**src/rtl/rf_mp.sv**
```systemverilog
// Multi-port register file: NR async read ports, two byte-enabled write ports,
// optional write-to-read bypass, optional hardwired-zero entry 0 and a clear sweep.
module rf_mp #(
  parameter int AW      = 5,
  parameter int DW      = 16,
  parameter int NR      = 2,
  parameter int BYPASS  = 1,
  parameter int ZERO_R0 = 0
) (
  input  logic               clk,
  input  logic               rst,
  input  logic [NR*AW-1:0]   ra,
  output logic [NR*DW-1:0]   rd,
  input  logic               we0,
  input  logic [AW-1:0]      wa0,
  input  logic [DW-1:0]      wd0,
  input  logic [DW/8-1:0]    wbe0,
  input  logic               we1,
  input  logic [AW-1:0]      wa1,
  input  logic [DW-1:0]      wd1,
  input  logic [DW/8-1:0]    wbe1,
  input  logic               clr,
  output logic               busy
);

  localparam int BW    = DW / 8;
  localparam int DEPTH = 1 << AW;
  localparam logic [AW-1:0] PTR_LAST = {AW{1'b1}};

  typedef enum logic {S_IDLE = 1'b0, S_CLEAR = 1'b1} state_t;

  logic [DW-1:0] r_mem [DEPTH];
  state_t        r_state;
  logic [AW-1:0] r_ptr;
  logic          r_busy;

  logic w_wen0;
  logic w_wen1;

  // A write only lands while idle and outside reset; entry 0 is read-only when hardwired
  assign w_wen0 = we0 && (r_state == S_IDLE) && !rst &&
                  !((ZERO_R0 != 0) && (wa0 == {AW{1'b0}}));
  assign w_wen1 = we1 && (r_state == S_IDLE) && !rst &&
                  !((ZERO_R0 != 0) && (wa1 == {AW{1'b0}}));

  assign busy = r_busy;

  // Storage, clear-sweep FSM and busy flag
  always_ff @(posedge clk) begin
    if (rst) begin
      r_state <= S_CLEAR;
      r_ptr   <= {AW{1'b0}};
      r_busy  <= 1'b1;
    end else begin
      case (r_state)
        S_IDLE: begin
          if (clr) begin
            r_state <= S_CLEAR;
            r_ptr   <= {AW{1'b0}};
            r_busy  <= 1'b1;
          end else begin
            r_busy  <= 1'b0;
          end
          // port 1 is applied last so it wins lanes enabled on both ports
          for (int k = 0; k < BW; k++) begin
            if (w_wen0 && wbe0[k]) begin
              r_mem[wa0][k*8 +: 8] <= wd0[k*8 +: 8];
            end
          end
          for (int k = 0; k < BW; k++) begin
            if (w_wen1 && wbe1[k]) begin
              r_mem[wa1][k*8 +: 8] <= wd1[k*8 +: 8];
            end
          end
        end
        S_CLEAR: begin
          if (clr) begin
            r_ptr <= {AW{1'b0}};
          end else begin
            r_mem[r_ptr] <= {DW{1'b0}};
            r_ptr        <= r_ptr + AW'(1);
            if (r_ptr == PTR_LAST) begin
              r_state <= S_IDLE;
              r_busy  <= 1'b0;
            end else begin
              r_busy  <= 1'b1;
            end
          end
        end
        default: begin
          r_state <= S_CLEAR;
          r_ptr   <= {AW{1'b0}};
          r_busy  <= 1'b1;
        end
      endcase
    end
  end

  for (genvar i = 0; i < NR; i++) begin : g_rd
    logic [AW-1:0] w_ra;
    logic [DW-1:0] w_old;
    logic [DW-1:0] w_merged;
    logic [DW-1:0] w_val;

    assign w_ra  = ra[i*AW +: AW];
    assign w_old = r_mem[w_ra];

    for (genvar k = 0; k < BW; k++) begin : g_lane
      assign w_merged[k*8 +: 8] =
        (w_wen1 && wbe1[k] && (wa1 == w_ra)) ? wd1[k*8 +: 8] :
        (w_wen0 && wbe0[k] && (wa0 == w_ra)) ? wd0[k*8 +: 8] :
                                                w_old[k*8 +: 8];
    end

    // Read mux: blanked while sweeping or for hardwired entry 0, else stored or forwarded
    always_comb begin
      w_val = {DW{1'b0}};
      if (r_busy) begin
        w_val = {DW{1'b0}};
      end else if ((ZERO_R0 != 0) && (w_ra == {AW{1'b0}})) begin
        w_val = {DW{1'b0}};
      end else if (BYPASS != 0) begin
        w_val = w_merged;
      end else begin
        w_val = w_old;
      end
    end

    assign rd[i*DW +: DW] = w_val;
  end

endmodule
```
**config.mk**
```make
export PLATFORM = sky130hd
export DESIGN_NAME = rf_mp
export DESIGN_NICKNAME = d
export VERILOG_FILES = /design/src/rtl/rf_mp.sv
export SDC_FILE = /design/constraint.sdc
export NUM_CORES = 1
export LEC_CHECK = 0
export BUFFER_PORTS_ARGS = -buffer_cell sky130_fd_sc_hd__buf_2
export CORE_ASPECT_RATIO = 0.8
export CORE_MARGIN = 2
export CORE_UTILIZATION = 30
export CTS_CLUSTER_DIAMETER = 120
export CTS_CLUSTER_SIZE = 40
export DETAILED_ROUTE_END_ITERATION = 8
export PLACE_DENSITY = 0.44
export SYNTH_ARGS = -nofsm -noshare
export SYNTH_HDL_FRONTEND = slang
export SYNTH_SLANG_ARGS = --single-unit
export TNS_END_PERCENT = 20
```
**constraint.sdc**
```tcl
create_clock -name clk -period 3.85 [get_ports clk]
set_clock_uncertainty 0.2 [all_clocks]
set_input_delay 0 -clock clk [delete_from_list [all_inputs] [get_ports clk]]
set_output_delay 0 -clock clk [all_outputs]
set_load 0.005 [all_outputs]
```
# Yosys cells after proc, flatten, opt, wreduce, memory -nomap -nowiden
# Memory sizes are Yosys's and may differ from the RTL's.
# Cells that the tools add are included.
[classes]
n_addsub = 1
n_eq_ne = 7
n_mux = 42
n_bitwise = 1
n_reduce_logical = 18
[op_table]
columns = ["cell", "n"]
rows = [
  ["two-way mux 8 bit", 8],
  ["two-way mux 16 bit", 3],
  ["two-way mux 1 bit", 24],
  ["== test 5 bit", 4],
  ["logical AND 1 bit", 16],
  ["OR reduction 16 bit", 1],
  ["two-way mux 5 bit", 3],
  ["one-hot mux 5 bit (2 select lines)", 1],
  ["adder 5 x 1 -> 5 bit (second input constant)", 1],
  ["== test 5 bit (second input constant)", 1],
  ["!= test 2 bit (second input constant)", 2],
  ["one-hot mux 1 bit (2 select lines)", 2],
  ["two-way mux 2 bit", 1],
  ["zero test 1 bit", 1],
  ["inverter 1 bit", 1],
]
[word_totals]
register_bits = 7
ramBits = 512
input_bits = 61
out_inout_bits = 33
word_cells = 73
n_memories = 1
[mem_list]
columns = ["memory", "words", "width", "read_ports", "rd_clocked_by_memory_dff", "wr", "line_no", "rtl"]
rows = [
  ["r_mem", 32, 16, 2, 0, 2, "32", "logic [DW-1:0] r_mem [DEPTH];"],
]

# Depth between registers and ports, before layout
[logic_depth]
word_depth = 9
depth_mapped = 12
depth_no_buf = 6

# Worst setup path after synthesis
# OpenSTA, ideal clock, no wires.
[synth_path]
kind = "reg-to-reg"
startpoint = "register r_state"
endpoint = "memory r_mem[10][0], enable pin"
setup_ns = 0.376
t_arrival_ns = 2.072
t_required_ns = 3.274
slack_ns = 1.201
path_stages_with_launch = 8
n_path_buf = 3
period_less_slack_ns = 2.649
cell_sequence = "dfxtp_1 clkbuf_1 nand2_1 clkbuf_1 clkbuf_1 o21ai_0 nand2_1 o22ai_1"
[synth_lines]
columns = ["item", "line_no", "rtl"]
rows = [
  ["start, declared", "33", "state_t r_state;"],
  ["start signal, assigned", "51", "r_state <= S_CLEAR;"],
  ["start signal, assigned", "58", "r_state <= S_CLEAR;"],
  ["start signal, assigned", "83", "r_state <= S_IDLE;"],
  ["end, declared", "32", ""],
]

# Final worst setup path
[layout_path]
startpoint = "register r_state"
endpoint = "output rd[4]"
[layout_via]
elab_chain_cells = 8
word_cells_on_any_way = 12
classes_between = "3 x mux; 1 x bitwise; 8 x reduce/logical"
[layout_lines]
columns = ["item", "line_no", "rtl"]
rows = [
  ["inverter 1 bit (*)", "n/a", ""],
  ["logical AND 1 bit (2 in a row)", "41", "assign w_wen0 = we0 && (r_state == S_IDLE) && !rst &&"],
  ["logical AND 1 bit (2 in a row)", "111", "(w_wen0 && wbe0[k] && (wa0 == w_ra)) ? wd0[k*8 +: 8] :"],
  ["two-way mux 8 bit", "111", ""],
  ["two-way mux 8 bit (*)", "110", "(w_wen1 && wbe1[k] && (wa1 == w_ra)) ? wd1[k*8 +: 8] :"],
  ["two-way mux 16 bit (*)", "118", "if (r_busy) begin"],
  ["end, declared", "13", "output logic [NR*DW-1:0] rd,"],
]
# Mark *: on every way between the ends. The rest lies on a longest branch, timed or not.

==> metrics.yaml <==
yosys.area.top_type: "edfxtp_1"
async_reset_ff_share_pct: 0
firstDrtPassIters: 6
antenna_found_initial: 13
holdWs_ns: 0.03230
yosysWarnings: 0
cp.required_ns: 3.65
cts_buffer_depth: 3
cts_tree: "done"
synthToLayoutAreaGrowth_pct: 11.93
numCtsBuffers: 20
synth_top_area_share_pct: 48.83
hold_violations: 0
finalCritPeriodShare_pct: 96.35
crit_type: "register to output port"
cp_max_fo: 11
synthTopCellsByArea: "edfxtp_1 49%, mux4_2 14%, o21ai_0 7.6%, nand2_1 7.0%, mux2i_1 5.8%"
yosys-top-cells-count: "587 x nand2_1, 512 x edfxtp_1, 481 x o21ai_0"
grt_pass1_wl_mm: 186.1
met1_usage_pct: 38.07
synth_cells: 2880
seq_area_frac_synth_pct: 49.27
htreeDepth: 1
startpoint: "r_state"
fillers: 10443
synth_seq_cells: 519
grtUsageMet3_pct: 5.844
grt_pass1_vias: 23099
insertion_delay_ns: 0.62
ant_nets: 0
io_buffers: 93
rows: 106
die_x_um: 366.2
die_area_um2: 107600
ir_drop_uv: 256.3
die_h_um: 293.8
busiest_layer: "met1"
wl_mm: 134.3
min_period_ns: 3.710
p_leak_nw: 11.32
outcome: "finished, final reports clean"
utilization_pct: 33.81
reg2reg_to: "r_mem[0][14]"
dpl.hpwl_mm: 96.46
first_iter_violations: 4153
p_per_area_nw_per_um2: 314.4
io_pins: 94
setup_viol: 0
slew_violations: 0
avgSynthCellArea_um2: 10.93
synth_edf_count: 512
dp_slack_ns: 0.7458
r2r_start: "r_state"
synthFlopType: "edfxtp_1"
synth_fp_nets: 2943
reg2reg_depth: 8
grt_max_degree: 43
worstPathArrival_ns: 3.51
synth_area_um2: 31490
gp_congestion: 0.9682
root_buffer: "clkbuf_16"
fmax_mhz: 269.6
initial_utilization_pct: 30.20
core_um2: 104200
crit_path_start_kind: "register"
routedWlPerCell_um: 30.88
fin_ws_ns: 0.1404
grt_setup_unrepaired: "no"
cts_sinks: 519
nets: 2990
synth.most_common_cell: "nand2_1"
grt_use_met2_pct: 33.28
worstMarginPinSlew_ns: 1.420
endpoint_kind: "output port"
vias_per_cell: 5.892
grt_usage_pct: 24.26
vias: 25619
drcViolationCount: 0
synthDistinctLibCells: 50
drive_gt1_share_pct: 19.05
hp-class: "input port to register"
endpoint: "rd[4]"
clk_pin_slew_ns: 0.13
slew-limit-headroom_pct: 4.900
grt_overflow_total: 0
rrSetupSlack_ns: 0.44
setup_tns_ns: 0
cap_violations: 0
==> kinds of logic (layout without fill, tap and decap cells) <==
kind of cell	after synthesis	after routing	share of synthesized area, %
multiplexers	395	395	20.49
AND/OR/NAND/NOR	844	844	11.17
adder cells (fa/ha/maj)	2	2	0.07946
flip-flops	519	519	49.27
buffers and inverters	322	382	4.478
other	0	4	0
XOR/XNOR	23	23	0.6398
AO/OA/AOI/OAI	775	775	13.87
==> stage by stage <==
stage / instance area [µm²] / power, mW / std cells
after floorplan: 31490 / 7.352 / 2880
after global placement: 34160 / 7.957 / 4275
after detailed placement: 34160 / 7.975 / 4275
after CTS: 35230 / 11.11 / 4344
after global routing: 35230 / 11.36 / 4344
final: 35240 / 11.08 / 4348
==> repair_timing <==
| item | 4_1_cts | 5_1_grt |
|---|---|---|
| setup buffers | 0 | 0 |
| setup endpoints to repair | 0 | 1 |
| resized for setup | 0 | 1 |
| hold buffers | 34 | 0 |
| hold endpoints to repair | 472 | 0 |
==> layout by cell type (no fill, tap or decap), drive strengths merged, types with 22 or more instances in the layout <==
cell and instances:
a21oi 32, mux4 198, o22ai 77, nand3 41, o21ai 536, dlygate4sd3 34
nor2 101, buf 306, clkbuf 22, nor2b 24, a22oi 63, mux2i 181
edfxtp 512, nand2 587
==> report_power, final <==
part | switching (mW) | internal, mW
registers | 0.0163 | 6.24
clock network | 2.07 | 1.11
logic | 1.06 | 0.584
==> final cells by class <==
class	count	area [µm²]	share of cell area, %
Multi-Input combinational cell	2039	14580	41.38
Sequential cell	519	15510	44.02
Tap cell	1404	1757	4.984
Antenna cell	4	10.01	0.02840
Clock inverter	14	201.4	0.5716
Clock buffer	21	525.5	1.491
Timing Repair Buffer	341	2630	7.462
Inverter	6	22.52	0.06390
==> flip-flops by register name (all words and copies together), names as in the netlist <==
| register | cells |
|---|---|
| busy | 1 |
| r_ptr | 5 |
| r_mem | 512 |
| r_state | 1 |
==> critical path, stage by stage (launching register included) <==
cell and delay, ns:
dfxtp_1 0.62, nor2_1 0.24, and3_1 0.28, a31oi_1 1.00
o221ai_1 0.47, nand2_1 0.17, buf_2 0.12
==> metal layers <==
layer / vias to the layer above / wire length [µm]
met4: 8 / 3007
met2: 1550 / 53650
met1: 12991 / 61940
li1: 10934 / -
met5: - / 49
met3: 136 / 15620
==> worst min path at each step <==
stage,cells after the start,start,slack [ns],endpoint
global route,4,wd0[7],0.06,r_mem[29][7]
CTS,4,wd0[7],0.01,r_mem[29][7]
finish,4,clr,0.03,r_state
floorplan,1,rst,-0.1,busy
detailed placement,2,rst,0.09,busy
global placement,3,clr,0.09,r_state
Power figures use the tool's default switching activity.
